### src/rtl/cw310_reg_fe_pkg.sv
// Shared definitions for the CW310 USB register front end: FSM state encoding,
// default bus geometry and strobe polarity.
package cw310_reg_fe_pkg;

  localparam int unsigned ADDR_WIDTH_DEFAULT   = 21;
  localparam int unsigned BYTECNT_SIZE_DEFAULT = 7;

  // SAM3U strobes (cen, alen, rdn, wrn) are all active-low.
  localparam logic STROBE_ACTIVE = 1'b0;
  localparam logic STROBE_IDLE   = 1'b1;

  typedef enum logic [1:0] {
    StIdle,
    StAddr,
    StWrite,
    StRead
  } fe_state_e;

endpackage

### src/rtl/cw310_usb_reg_fe_if.sv
// SAM3U external-memory bus as seen by the FPGA. master = host side,
// slave = register front end.
interface cw310_usb_reg_fe_if #(
  parameter int unsigned pADDR_WIDTH = 21
) ();

  logic [7:0]             usb_din;
  logic [7:0]             usb_dout;
  logic                   usb_isout;
  logic [pADDR_WIDTH-1:0] usb_addr;
  logic                   usb_alen;
  logic                   usb_cen;
  logic                   usb_rdn;
  logic                   usb_wrn;

  modport master (
    output usb_din, usb_addr, usb_alen, usb_cen, usb_rdn, usb_wrn,
    input  usb_dout, usb_isout
  );

  modport slave (
    input  usb_din, usb_addr, usb_alen, usb_cen, usb_rdn, usb_wrn,
    output usb_dout, usb_isout
  );

endinterface

### src/rtl/cw310_usb_strobe_sync.sv
// Two-stage register for one active-low strobe with single-cycle fall/rise
// pulses derived from the registered copies only.
module cw310_usb_strobe_sync
  import cw310_reg_fe_pkg::*;
(
  input  logic usb_clk,
  input  logic reset_n,
  input  logic strobe_n,
  output logic s1,
  output logic fall,
  output logic rise
);

  logic s1_q, s2_q;

  // Stages reset to the inactive level so reset release never looks like an edge.
  always_ff @(posedge usb_clk) begin
    if (!reset_n) begin
      s1_q <= STROBE_IDLE;
      s2_q <= STROBE_IDLE;
    end else begin
      s1_q <= strobe_n;
      s2_q <= s1_q;
    end
  end

  assign s1   = s1_q;
  assign fall = (s1_q == STROBE_ACTIVE) && (s2_q == STROBE_IDLE);
  assign rise = (s1_q == STROBE_IDLE) && (s2_q == STROBE_ACTIVE);

endmodule

### src/rtl/cw310_usb_reg_fe.sv
// USB register front end: SAM3U external-memory bus to byte-wide register bus.
// Optional build macro CW310_REG_FE_ERR_EN enables the sticky O_proto_err flag.
module cw310_usb_reg_fe
  import cw310_reg_fe_pkg::*;
#(
  parameter int unsigned pADDR_WIDTH   = ADDR_WIDTH_DEFAULT,
  parameter int unsigned pBYTECNT_SIZE = BYTECNT_SIZE_DEFAULT
) (
  input  logic                                   usb_clk,
  input  logic                                   reset_n,
  cw310_usb_reg_fe_if.slave                      usb,
  output logic [pADDR_WIDTH-pBYTECNT_SIZE-1:0]   reg_address,
  output logic [pBYTECNT_SIZE-1:0]               reg_bytecnt,
  output logic [7:0]                             write_data,
  input  logic [7:0]                             read_data,
  output logic                                   reg_read,
  output logic                                   reg_write,
  output logic                                   reg_addrvalid,
  output logic                                   O_proto_err
);

  localparam int unsigned RegAddrW = pADDR_WIDTH - pBYTECNT_SIZE;

  logic                   cen_s1, alen_s1;
  logic [pADDR_WIDTH-1:0] addr_s1;
  logic [7:0]             din_s1;
  logic                   rd_s1, rd_fall, rd_rise;
  logic                   wr_s1, wr_fall, wr_rise;

  fe_state_e              state_q, state_d;
  logic [RegAddrW-1:0]    addr_q, addr_d;
  logic [pBYTECNT_SIZE-1:0] cnt_q, cnt_d;
  logic [7:0]             wdata_q, wdata_d;
  logic [7:0]             dout_q, dout_d;
  logic                   read_q, read_d;
  logic                   write_q, write_d;
  logic                   valid_q, valid_d;
  logic                   isout_q, isout_d;

  // Stage-1 capture of the non-strobe bus pins.
  always_ff @(posedge usb_clk) begin
    if (!reset_n) begin
      cen_s1  <= STROBE_IDLE;
      alen_s1 <= STROBE_IDLE;
      addr_s1 <= '0;
      din_s1  <= '0;
    end else begin
      cen_s1  <= usb.usb_cen;
      alen_s1 <= usb.usb_alen;
      addr_s1 <= usb.usb_addr;
      din_s1  <= usb.usb_din;
    end
  end

  cw310_usb_strobe_sync u_rdn_sync (
    .usb_clk  (usb_clk),
    .reset_n  (reset_n),
    .strobe_n (usb.usb_rdn),
    .s1       (rd_s1),
    .fall     (rd_fall),
    .rise     (rd_rise)
  );

  cw310_usb_strobe_sync u_wrn_sync (
    .usb_clk  (usb_clk),
    .reset_n  (reset_n),
    .strobe_n (usb.usb_wrn),
    .s1       (wr_s1),
    .fall     (wr_fall),
    .rise     (wr_rise)
  );

  // FSM state and all register-bus outputs.
  always_ff @(posedge usb_clk) begin
    if (!reset_n) begin
      state_q <= StIdle;
      addr_q  <= '0;
      cnt_q   <= '0;
      wdata_q <= '0;
      dout_q  <= '0;
      read_q  <= 1'b0;
      write_q <= 1'b0;
      valid_q <= 1'b0;
      isout_q <= 1'b0;
    end else begin
      state_q <= state_d;
      addr_q  <= addr_d;
      cnt_q   <= cnt_d;
      wdata_q <= wdata_d;
      dout_q  <= dout_d;
      read_q  <= read_d;
      write_q <= write_d;
      valid_q <= valid_d;
      isout_q <= isout_d;
    end
  end

  // Next-state logic; cen deassertion aborts any state without a bytecnt step.
  always_comb begin
    state_d = state_q;
    addr_d  = addr_q;
    cnt_d   = cnt_q;
    wdata_d = wdata_q;
    dout_d  = dout_q;
    read_d  = read_q;
    write_d = 1'b0;
    valid_d = valid_q;
    isout_d = isout_q;

    if (cen_s1 != STROBE_ACTIVE) begin
      state_d = StIdle;
      read_d  = 1'b0;
      valid_d = 1'b0;
      isout_d = 1'b0;
    end else begin
      unique case (state_q)
        StIdle: begin
          if (alen_s1 == STROBE_ACTIVE) begin
            addr_d  = addr_s1[pADDR_WIDTH-1:pBYTECNT_SIZE];
            cnt_d   = addr_s1[pBYTECNT_SIZE-1:0];
            valid_d = 1'b1;
            state_d = StAddr;
          end
        end
        StAddr: begin
          if (alen_s1 == STROBE_ACTIVE) begin
            addr_d = addr_s1[pADDR_WIDTH-1:pBYTECNT_SIZE];
            cnt_d  = addr_s1[pBYTECNT_SIZE-1:0];
          end
          // Write takes priority if both strobes fall together.
          if (wr_fall) begin
            wdata_d = din_s1;
            write_d = 1'b1;
            state_d = StWrite;
          end else if (rd_fall) begin
            read_d  = 1'b1;
            isout_d = 1'b1;
            state_d = StRead;
          end
        end
        StWrite: begin
          if (wr_rise) begin
            cnt_d   = cnt_q + 1'b1;
            state_d = StAddr;
          end
        end
        StRead: begin
          dout_d = read_data;
          if (rd_rise) begin
            read_d  = 1'b0;
            isout_d = 1'b0;
            cnt_d   = cnt_q + 1'b1;
            state_d = StAddr;
          end
        end
        default: state_d = StIdle;
      endcase
    end
  end

  assign reg_address   = addr_q;
  assign reg_bytecnt   = cnt_q;
  assign write_data    = wdata_q;
  assign reg_read      = read_q;
  assign reg_write     = write_q;
  assign reg_addrvalid = valid_q;
  assign usb.usb_dout  = dout_q;
  assign usb.usb_isout = isout_q;

`ifdef CW310_REG_FE_ERR_EN
  logic err_q, err_d;

  // Sticky flag: both strobes low together, or a strobe falling while idle.
  always_comb begin
    err_d = err_q;
    if ((rd_s1 == STROBE_ACTIVE) && (wr_s1 == STROBE_ACTIVE)) begin
      err_d = 1'b1;
    end
    if ((state_q == StIdle) && (rd_fall || wr_fall)) begin
      err_d = 1'b1;
    end
  end

  // Error flag register, cleared only by reset.
  always_ff @(posedge usb_clk) begin
    if (!reset_n) begin
      err_q <= 1'b0;
    end else begin
      err_q <= err_d;
    end
  end

  assign O_proto_err = err_q;
`else
  logic unused_strobe_s1;
  assign unused_strobe_s1 = rd_s1 ^ wr_s1;
  assign O_proto_err      = 1'b0;
`endif

endmodule

### src/flat_wrapper.sv
// flat-port wrapper written by rule: the top's interface ports become plain ports
module cw310_usb_reg_fe_flat import cw310_reg_fe_pkg::*;
#(
  parameter int unsigned pADDR_WIDTH   = ADDR_WIDTH_DEFAULT,
  parameter int unsigned pBYTECNT_SIZE = BYTECNT_SIZE_DEFAULT
)
  (usb_clk, reset_n, reg_address, reg_bytecnt, write_data, read_data, reg_read, reg_write, reg_addrvalid, O_proto_err, usb_usb_din, usb_usb_addr, usb_usb_alen, usb_usb_cen, usb_usb_rdn, usb_usb_wrn, usb_usb_dout, usb_usb_isout);
  cw310_usb_reg_fe_if #(.pADDR_WIDTH(pADDR_WIDTH)) usb_i ();
  input  logic usb_clk;
  input  logic reset_n;
  output logic [pADDR_WIDTH-pBYTECNT_SIZE-1:0] reg_address;
  output logic [pBYTECNT_SIZE-1:0] reg_bytecnt;
  output logic [7:0] write_data;
  input  logic [7:0] read_data;
  output logic reg_read;
  output logic reg_write;
  output logic reg_addrvalid;
  output logic O_proto_err;
  input wire logic [$bits(usb_i.usb_din)-1:0] usb_usb_din;
  input wire logic [$bits(usb_i.usb_addr)-1:0] usb_usb_addr;
  input wire logic [$bits(usb_i.usb_alen)-1:0] usb_usb_alen;
  input wire logic [$bits(usb_i.usb_cen)-1:0] usb_usb_cen;
  input wire logic [$bits(usb_i.usb_rdn)-1:0] usb_usb_rdn;
  input wire logic [$bits(usb_i.usb_wrn)-1:0] usb_usb_wrn;
  output wire logic [$bits(usb_i.usb_dout)-1:0] usb_usb_dout;
  output wire logic [$bits(usb_i.usb_isout)-1:0] usb_usb_isout;
  assign usb_i.usb_din = usb_usb_din;
  assign usb_i.usb_addr = usb_usb_addr;
  assign usb_i.usb_alen = usb_usb_alen;
  assign usb_i.usb_cen = usb_usb_cen;
  assign usb_i.usb_rdn = usb_usb_rdn;
  assign usb_i.usb_wrn = usb_usb_wrn;
  assign usb_usb_dout = usb_i.usb_dout;
  assign usb_usb_isout = usb_i.usb_isout;
  cw310_usb_reg_fe #(.pADDR_WIDTH(pADDR_WIDTH), .pBYTECNT_SIZE(pBYTECNT_SIZE)) u_core (.usb_clk(usb_clk), .reset_n(reset_n), .usb(usb_i), .reg_address(reg_address), .reg_bytecnt(reg_bytecnt), .write_data(write_data), .read_data(read_data), .reg_read(reg_read), .reg_write(reg_write), .reg_addrvalid(reg_addrvalid), .O_proto_err(O_proto_err));
endmodule
### config.mk
export PLATFORM = sky130hd
export DESIGN_NAME = cw310_usb_reg_fe_flat
export DESIGN_NICKNAME = d
export VERILOG_FILES = /design/src/rtl/cw310_reg_fe_pkg.sv /design/src/rtl/cw310_usb_reg_fe_if.sv /design/src/rtl/cw310_usb_strobe_sync.sv /design/src/rtl/cw310_usb_reg_fe.sv /design/src/flat_wrapper.sv
export SDC_FILE = /design/constraint.sdc
export NUM_CORES = 1
export LEC_CHECK = 0
export CORE_MARGIN = 10
export CORE_UTILIZATION = 50
export CTS_CLUSTER_DIAMETER = 30
export DETAILED_ROUTE_END_ITERATION = 8
export GPL_ROUTABILITY_DRIVEN = 0
export PLACE_DENSITY = 0.82
export SKIP_LAST_GASP = 1
export SLEW_MARGIN = 0
export SYNTH_ARGS = -nofsm -noshare
export SYNTH_HDL_FRONTEND = slang
export SYNTH_SLANG_ARGS = --single-unit
### constraint.sdc
create_clock -name usb_clk -period 2.6 [get_ports usb_clk]
set_input_delay 0.39 -clock usb_clk [delete_from_list [all_inputs] [get_ports usb_clk]]
set_output_delay 0.39 -clock usb_clk [all_outputs]
set_load 0.02 [all_outputs]
* Yosys cells after proc, flatten, opt, wreduce, memory -nomap -nowiden
Index checks and enable logic that the tools add are counted.
Word-level totals: output and inout bits 42, logic and storage cells 66, flip-flop bits (word level) 77, input port bits 43
Cells by class: muxes and demuxes 15, bitwise logic cells 8, equality and inequality tests 10, add/subtract/negate cells 1, reductions and logical operators 16
Operators with widths (number):
- 7-bit two-way mux | 3
- 7-bit case mux with 3 select lines | 1
- 4-bit AND reduction | 3
- 2-bit two-way mux | 5
- 2-bit != test, second input constant | 4
- 1-bit inverter | 8
- 2-bit case mux with 4 select lines | 1
- 7-bit by 1-bit adder with 7-bit output, second input constant | 1
- 3-bit AND reduction | 2
- 2-bit == test, second input constant | 2
- 1-bit logical AND | 4
- 1-bit two-way mux | 4
- 2-bit by 1-bit != test with 1-bit output, second input constant | 2
- 2-bit AND reduction | 2
- 2-bit OR reduction | 2
- 3-bit by 2-bit != test with 1-bit output, second input constant | 1
- 3-bit OR reduction | 1
- 2-bit by 1-bit == test with 1-bit output, second input constant | 1
- 2-bit logical NOT | 1
- 1-bit case mux with 2 select lines | 1
- 2-bit nonzero test | 1

* Depth between registers and ports, before layout
Gate-level depths: netlist of run 1.
word-level depth 5, depth in mapped cells 6, mapped depth without buffers 5

* Modules after synthesis
Synthesis of run 1 repeated with hierarchy kept, for this count alone.
Unflattened totals: cells, all modules 292, area total of the unflattened synthesis 2780.2 um2
By module, submodules not included:
- cw310_usb_reg_fe | cells each 280, times used 1, area each 2650.0 um2, sequential area each 1461.4 um2
- cw310_usb_strobe_sync | cells each 6, times used 2, area each 65.1 um2, sequential area each 40.0 um2

* Least setup slack after synthesis of run 1
No wires, ideal clock.
kind flip-flop to flip-flop, start point register u_core.state_q[0], end point register u_core.cnt_q[2] (netlist: u_core.reg_bytecnt[2]), period minus slack after synthesis 1.652 ns, arrival 1.537 ns, path buffers 0, stages on the path, launching flop included 5, setup slack 0.948 ns, data required time 2.485 ns, library setup time 0.115 ns, cells stage by stage dfxtp_1 -> or3b_4 -> a31oi_1 -> mux2_2 -> o21a_1
Between the ends: word-level cells in the longest chain between the ends 4, elaborated cells between the ends (all ways) 10, classes of those cells 6 x eq/ne; 1 x mux; 3 x reduce/logical
Ends and longest elaborated chain:
- start, declared | RTL line cw310_usb_reg_fe.sv:30 | fe_state_e state_q, state_d;
- start signal, assigned | RTL line cw310_usb_reg_fe.sv:76 | state_q <= StIdle;
- start signal, assigned | RTL line cw310_usb_reg_fe.sv:86 | state_q <= state_d;
- 2-bit by 1-bit == test with 1-bit output / 2-bit logical NOT (equally long branches) | RTL line cw310_usb_reg_fe.sv:116 | unique case (state_q)
- 2-bit OR reduction (no source line)
- 2-bit != test (no source line)
- 4-bit AND reduction (no source line)
- end signal, assigned | RTL line cw310_usb_reg_fe.sv:88 | cnt_q <= cnt_d;
- end, declared | RTL line cw310_usb_reg_fe.sv:32 | logic [pBYTECNT_SIZE-1:0] cnt_q, cnt_d;
Several ways; a longest one is shown, not always the timed one. A chain may end at the register's enable or synchronous reset.

* Worst setup path in the final report of run 1
start point register u_core.cnt_q[2] (netlist: u_core.reg_bytecnt[2]), end point output port reg_bytecnt[2]
RTL lines:
- end, declared | RTL line flat_wrapper.sv:12 | output logic [pBYTECNT_SIZE-1:0] reg_bytecnt;
No word-level cell between the ends.

==> metrics.md, run 1 <==
| Metric | Value |
|---|---|
| Max_slew headroom | 0.538 |
| Yosys top cell by area | dfxtp_1 |
| Via/cell ratio | 4.98 |
| Post-route ant nets | 0 |
| Final Max Slew Viols | 0 |
| CTS max path bufs | 2 |
| CP cell instances | clkdlybuf4s50_1 |
| Routed len/inst | 14.1 µm |
| Syn_nets | 338 |
| Buffers on Ports | 83 |
| Peak supply drop | 0.311 mV |
| Placed wire-length estimate | 4580 µm |
| Largest net degree at the start of global routing | 51 |
| Synth Flop Type | dfxtp_1 |
| Worst-margin pin slew | 0.693 ns |
| Yosys warnings | 0 |
| Die Area | 0.00902 mm² |
| Critical path endpoint category | output pin |
| Share of flip-flops with an asynchronous set or reset | 0 |
| Most frequent cells after synthesis | dfxtp_1, nand2_1, and2_1 |
| Pleak | 1.38 nW |
| Post-synth EDFFs | 0 |
| Post-CTS setup buffer count | 0 |
| Vias | 2224 |
| Met1 Use GR | 0.161 |
| # rows | 27 |
| Number of library cell types mapped by synthesis | 42 |
| Critical Path AT | 1.48 ns |
| Syn Std Cell Area | 0.00281 mm² |
| Max stage delay cell, worst path | clkdlybuf4s50_1 |
| Hold WS | 0.446 ns |
| Vias in the first global route | 2165 |
| Mapped Cells | 294 |
| H-tree Lvls | 3 |
| Flops & latches, synth | 77 |
| Iter 0 DRT Violations | 79 |
| Starting Density | 0.514 |
| TritonRoute pass-1 iters | 4 |
| # IOs | 85 |
| First-pass GRT wire length | 10400 µm |
| Setup_tns | 0 ns |
| Initial antenna violation count | 0 |
| WS Path Type | reg2out |
| Setup violations, final | 0 |
| Outcome | completed |
| CP max stage delay | 0.67 ns |
| Post_cts resized | 0 |
| Tot GR Track Use | 0.144 |
| Power density cells | 581 mW/mm² |
| GRT Residual Overflow | 0 |
| Final Skew | 0.00830 ns |
| Sink Count | 77 |
| Grt peak-use layer | met2 |
| Die Ht | 95.0 µm |
| TritonCTS buffer count | 9 |
| Max cap viols | 0 |
| Crit path buffers/inverters | 1 |
| Syn-to-layout area delta | 37.4% |
| Crit share post-route | 0.720 |
| Hold Buf Count CTS | 0 |
| Met3 Use GR | 0.0595 |
| CP max FO | 9 |
| Syn avg cell area | 9.56 µm² |
| Clk slew on worst S/H paths | 0.08 ns |
| Max frequency | 534 MHz |
| Post-route DRC | 0 |
| Min cycle time layout | 1.87 ns |
| Hold crit path type | reg2reg |
| Die W | 95.0 µm |
| # diodes | 0 |
| Finished Layout Cells | 447 |
| Top-count cell post-synth | dfxtp_1 |
| TritonCTS clock tree | yes |
| Crit path launch type | flip-flop |
| Data required time at the worst endpoint | 2.21 ns |
| Area contributors post-synth | dfxtp_1, nand2_1, and2_1 |
| Clock Latency Late Sink | 0.33 ns |
| Final Hold Vio Count | 0 |
| Placeable Area | 0.00547 mm² |
| Yosys top cell area share | 0.548 |
| Met2 GRT Util | 0.232 |
| Placed cells | 433 |
| Total wire length | 6310 µm |
| Nets | 416 |
| CP delay by family, top | buffers and inverters |
| RSZ-0062 raised after global routing | no |
| Ratio of cells with drive above 1 in the final layout | 0.0667 |
| Root buf cell | clkbuf_8 |
| Register area share after synthesis | 0.548 |
path summary, 6_finish.rpt:
check,startpoint,endpoint,slack [ns],cells after the start
setup reg to reg,u_core.state_q[0]$_SDFFE_PP0P_,u_core.reg_bytecnt[2]$_SDFFE_PN0P_,0.83,4
hold reg to reg,u_core.addr_s1[10]$_SDFF_PN0_,u_core.reg_address[3]$_SDFFE_PN0P_,0.45,2
setup / recovery,u_core.reg_bytecnt[2]$_SDFFE_PN0P_,reg_bytecnt[2],0.73,1
hold / removal,u_core.addr_s1[10]$_SDFF_PN0_,u_core.reg_address[3]$_SDFFE_PN0P_,0.45,2
where the power goes:
part	switching, mW	leakage [nW]	internal [mW]
logic	0.0541	0.662	0.0987
registers	0.0204	0.630	1.21
clock network	0.401	0.0902	0.457
cell families after synthesis:
group | count (synthesis) | share of synthesized area
flops | 77 | 0.548
compound gates | 46 | 0.125
fa+ha+maj | 1 | 0.00445
other cells | 1 | 0.00133
simple gates | 137 | 0.252
mux | 10 | 0.0360
buf+inv | 22 | 0.0334
placed cells by master, fill, tap and decap left out, drive strengths merged, types with 2 or more instances in the layout:
cell           Yosys  layout
a21boi            23      23
a21oi              5       5
a311oi             2       2
and2              30      30
buf                7       5
clkbuf            13      10
clkdlybuf4s50      0      82
clkinvlp           0       2
dfxtp             77      77
inv                2       2
mux2i              9       9
nand2             55      55
nand2b             8       8
nand3              5       5
nand3b             2       2
nor2              10      10
nor2b             12      12
nor3               5       5
nor3b              3       3
o211a              2       2
o211ai             2       2
o21ai              5       5
layout make-up:
| type | count | area, µm² |
|---|---|---|
| clock buffers | 10 | 138 |
| clock inverters | 4 | 50.0 |
| fillers | 443 | 1610 |
| inverters | 2 | 7.51 |
| multi-input cells | 195 | 1180 |
| flip-flops and latches | 77 | 1540 |
| well taps | 72 | 90.1 |
| repair buffers | 87 | 856 |
metrics by stage:
step                      utilization  setup WS [ns]  power [mW]  area, µm²
after CTS                       0.706          0.696        2.27       3860
after detailed placement        0.672          0.850        1.42       3680
after floorplan                     -          0.948        1.33       2810
final                           0.706          0.727        2.25       3860
after global placement          0.672          0.896        1.41       3680
after global routing            0.706          0.640        2.34       3860
sequential cells by signal, summed over array words and instances (netlist names), 2 cells and up:
register             cells
u_core.write_data        8
u_core.usb.usb_dout      8
u_core.din_s1            8
u_core.addr_s1          21
u_core.state_q           2
u_core.reg_bytecnt       7
u_core.reg_address      14
metal layers:
layer	routed length, µm	vias up
met5	0	-
met4	94	0
met3	603	9
met2	2920	66
met1	2700	1025
li1	-	1124
tightest hold or removal path: stages, from the launching register on:
cell and delay [ns]:
dfxtp_1 0.30, nand2_1 0.04, a21boi_0 0.07
No activity file was read; power rests on OpenSTA's default activity.
==> run 2: changes to the inputs <==
--- a/config.mk
+++ b/config.mk
@@ -6,11 +6,11 @@
 export NUM_CORES = 1
 export LEC_CHECK = 0
 export CORE_MARGIN = 10
-export CORE_UTILIZATION = 50
+export CORE_UTILIZATION = 46
 export CTS_CLUSTER_DIAMETER = 30
 export DETAILED_ROUTE_END_ITERATION = 8
 export GPL_ROUTABILITY_DRIVEN = 0
-export PLACE_DENSITY = 0.82
+export PLACE_DENSITY = 0.77
 export SKIP_LAST_GASP = 1
 export SLEW_MARGIN = 0
 export SYNTH_ARGS = -nofsm -noshare
==> constraint.sdc (replaced) <==
create_clock -name usb_clk -period 1.92 [get_ports usb_clk]
set_input_delay 0.288 -clock usb_clk [delete_from_list [all_inputs] [get_ports usb_clk]]
set_output_delay 0.288 -clock usb_clk [all_outputs]
set_load 0.02 [all_outputs]
==> metrics.md, run 2 (same netlist as run 1, synthesis figures left out) <==
| Metric | Value |
|---|---|
| Post_cts resized | 0 |
| Via/cell ratio | 4.81 |
| Post-route ant nets | 0 |
| Largest net degree at the start of global routing | 36 |
| Flop2flop setup slack | 0.13 ns |
| Die Ht | 98.2 µm |
| Syn-to-layout area delta | 39.9% |
| Worst-margin pin slew | 0.496 ns |
| Most frequent cells in the layout | clkdlybuf4s50_1, dfxtp_1, nand2_1 |
| Vias | 2188 |
| RSZ-0062 raised after global routing | no |
| Peak supply drop | 0.457 mV |
| Post-route DRC | 0 |
| Root buf cell | clkbuf_8 |
| Ratio of cells with drive above 1 in the final layout | 0.0789 |
| Pleak | 1.42 nW |
| Iter 0 DRT Violations | 42 |
| Placeable Area | 0.00592 mm² |
| Final Skew | 0.00813 ns |
| TritonCTS buffer count | 9 |
| Total wire length | 6230 µm |
| # diodes | 0 |
| Buffers on Ports | 83 |
| Routed len/inst | 13.7 µm |
| Clock Latency Late Sink | 0.34 ns |
| TritonCTS clock tree | yes |
| Max reg flops | 21 |
| Post-CTS setup buffer count | 0 |
| Fill cells | 506 |
| R2R Path Start | u_core.state_q[0]$_SDFFE_PP0P_ |
| Critical Path AT | 2.02 ns |
| Top reg by flops | u_core.addr_s1 |
| R2R cell count | 4 |
| Final Hold Vio Count | 0 |
| Setup violations, final | 0 |
| Die Area | 0.00964 mm² |
| Initial antenna violation count | 0 |
| Max frequency | 560 MHz |
| RR Endpoint | u_core.reg_bytecnt[2]$_SDFFE_PN0P_ |
| Die W | 98.2 µm |
| Placed wire-length estimate | 4490 µm |
| PnR Total Power | 3.26 mW |
| CTS max path bufs | 2 |
| Hold Buf Count CTS | 0 |
| Outcome | completed |
| Min cycle time layout | 1.79 ns |
| Commonest non-fill, non-tap cell in the layout | clkdlybuf4s50_1 |
| TritonRoute pass-1 iters | 4 |
| Power density cells | 829 mW/mm² |
| Critical path endpoint category | flip-flop |
| Setup_tns | 0 ns |
| Max_slew headroom | 0.668 |
| Sink Count | 77 |
| Max cap viols | 0 |
| GRT Residual Overflow | 0 |
| WS Path Type | reg2reg |
| First-pass GRT wire length | 10300 µm |
| Crit share post-route | 0.931 |
| CP max FO | 8 |
| Clk slew on worst S/H paths | 0.08 ns |
| # IOs | 85 |
| Critical Path End | u_core.reg_bytecnt[2]$_SDFFE_PN0P_ |
| Starting Density | 0.475 |
| Hold crit path type | in2reg |
| Vias in the first global route | 2166 |
| H-tree Lvls | 3 |
| Tot GR Track Use | 0.128 |
| Final Max Slew Viols | 0 |
| # rows | 28 |
| Crit path launch type | flip-flop |
| Nets | 419 |
| Worst Setup SP | u_core.state_q[0]$_SDFFE_PP0P_ |
| Data required time at the worst endpoint | 2.15 ns |
==> run 2: cell types whose count changed in the layout (fill, tap and decap cells not counted), sizes merged <==
cell,change
clkinvlp,-1
bufinv,+1
buf,+3
inv,+2
==> run 2: power breakdown <==
part / switching [mW] / leakage (nW) / internal (mW)
Combinational: 0.0774 / 0.677 / 0.137
Clock: 0.602 / 0.113 / 0.779
Sequential: 0.0233 / 0.630 / 1.64
Total: 0.703 / 1.42 / 2.56
==> run 2: worst min path at each step <==
stage	slack (ns)	end	cells after the start	startpoint
3_5_place_dp	0.44	u_core.reg_address[12]$_SDFFE_PN0P_	2	u_core.addr_s1[19]$_SDFF_PN0_
5_1_grt	0.31	u_core.u_wrn_sync.s1$_SDFF_PN1_	2	reset_n
2_1_floorplan	0.39	u_core.alen_s1$_SDFF_PN1_	1	usb_usb_alen
3_3_place_gp	0.42	u_core.reg_address[12]$_SDFFE_PN0P_	2	u_core.addr_s1[19]$_SDFF_PN0_
6_report	0.30	u_core.cen_s1$_SDFF_PN1_	2	reset_n
4_1_cts	0.29	u_core.cen_s1$_SDFF_PN1_	2	reset_n
==> run 2: metal layers <==
| metal | up-vias | wire length, µm | track usage |
|---|---|---|---|
| met5 | - | 0 | 0 |
| met4 | 0 | 125 | 0.0695 |
| met3 | 9 | 469 | 0.0514 |
| met2 | 61 | 2850 | 0.198 |
| met1 | 991 | 2790 | 0.149 |
| li1 | 1127 | - | - |
==> run 2: critical path, cell delays in order (launching register included) <==
cell and delay (ns):
dfxtp_1 0.38, or3b_4 0.45, a31oi_1 0.30, mux2_2 0.37
o21a_1 0.18
==> run 2: cell type report <==
class                           instances  area [µm²]  share of cell area
Multi-Input combinational cell        195        1180               0.300
Sequential cell                        77        1540               0.392
Clock buffer                           10         138              0.0350
Tap cell                               75        93.8              0.0239
Timing Repair Buffer                   90         878               0.223
Clock inverter                          6        93.8              0.0239
Inverter                                2        7.51             0.00191
==> run 2: through the flow <==
step	cell area [µm²]	cells	utilization	hold slack [ns]	setup slack (ns)
global placement	3700	439	0.625	0.421	0.218
global route	3930	455	0.664	0.310	0.0450
detailed placement	3700	439	0.625	0.437	0.176
floorplan	2810	294	-	0.389	0.268
finish	3930	455	0.664	0.296	0.133
CTS	3930	455	0.664	0.292	0.112
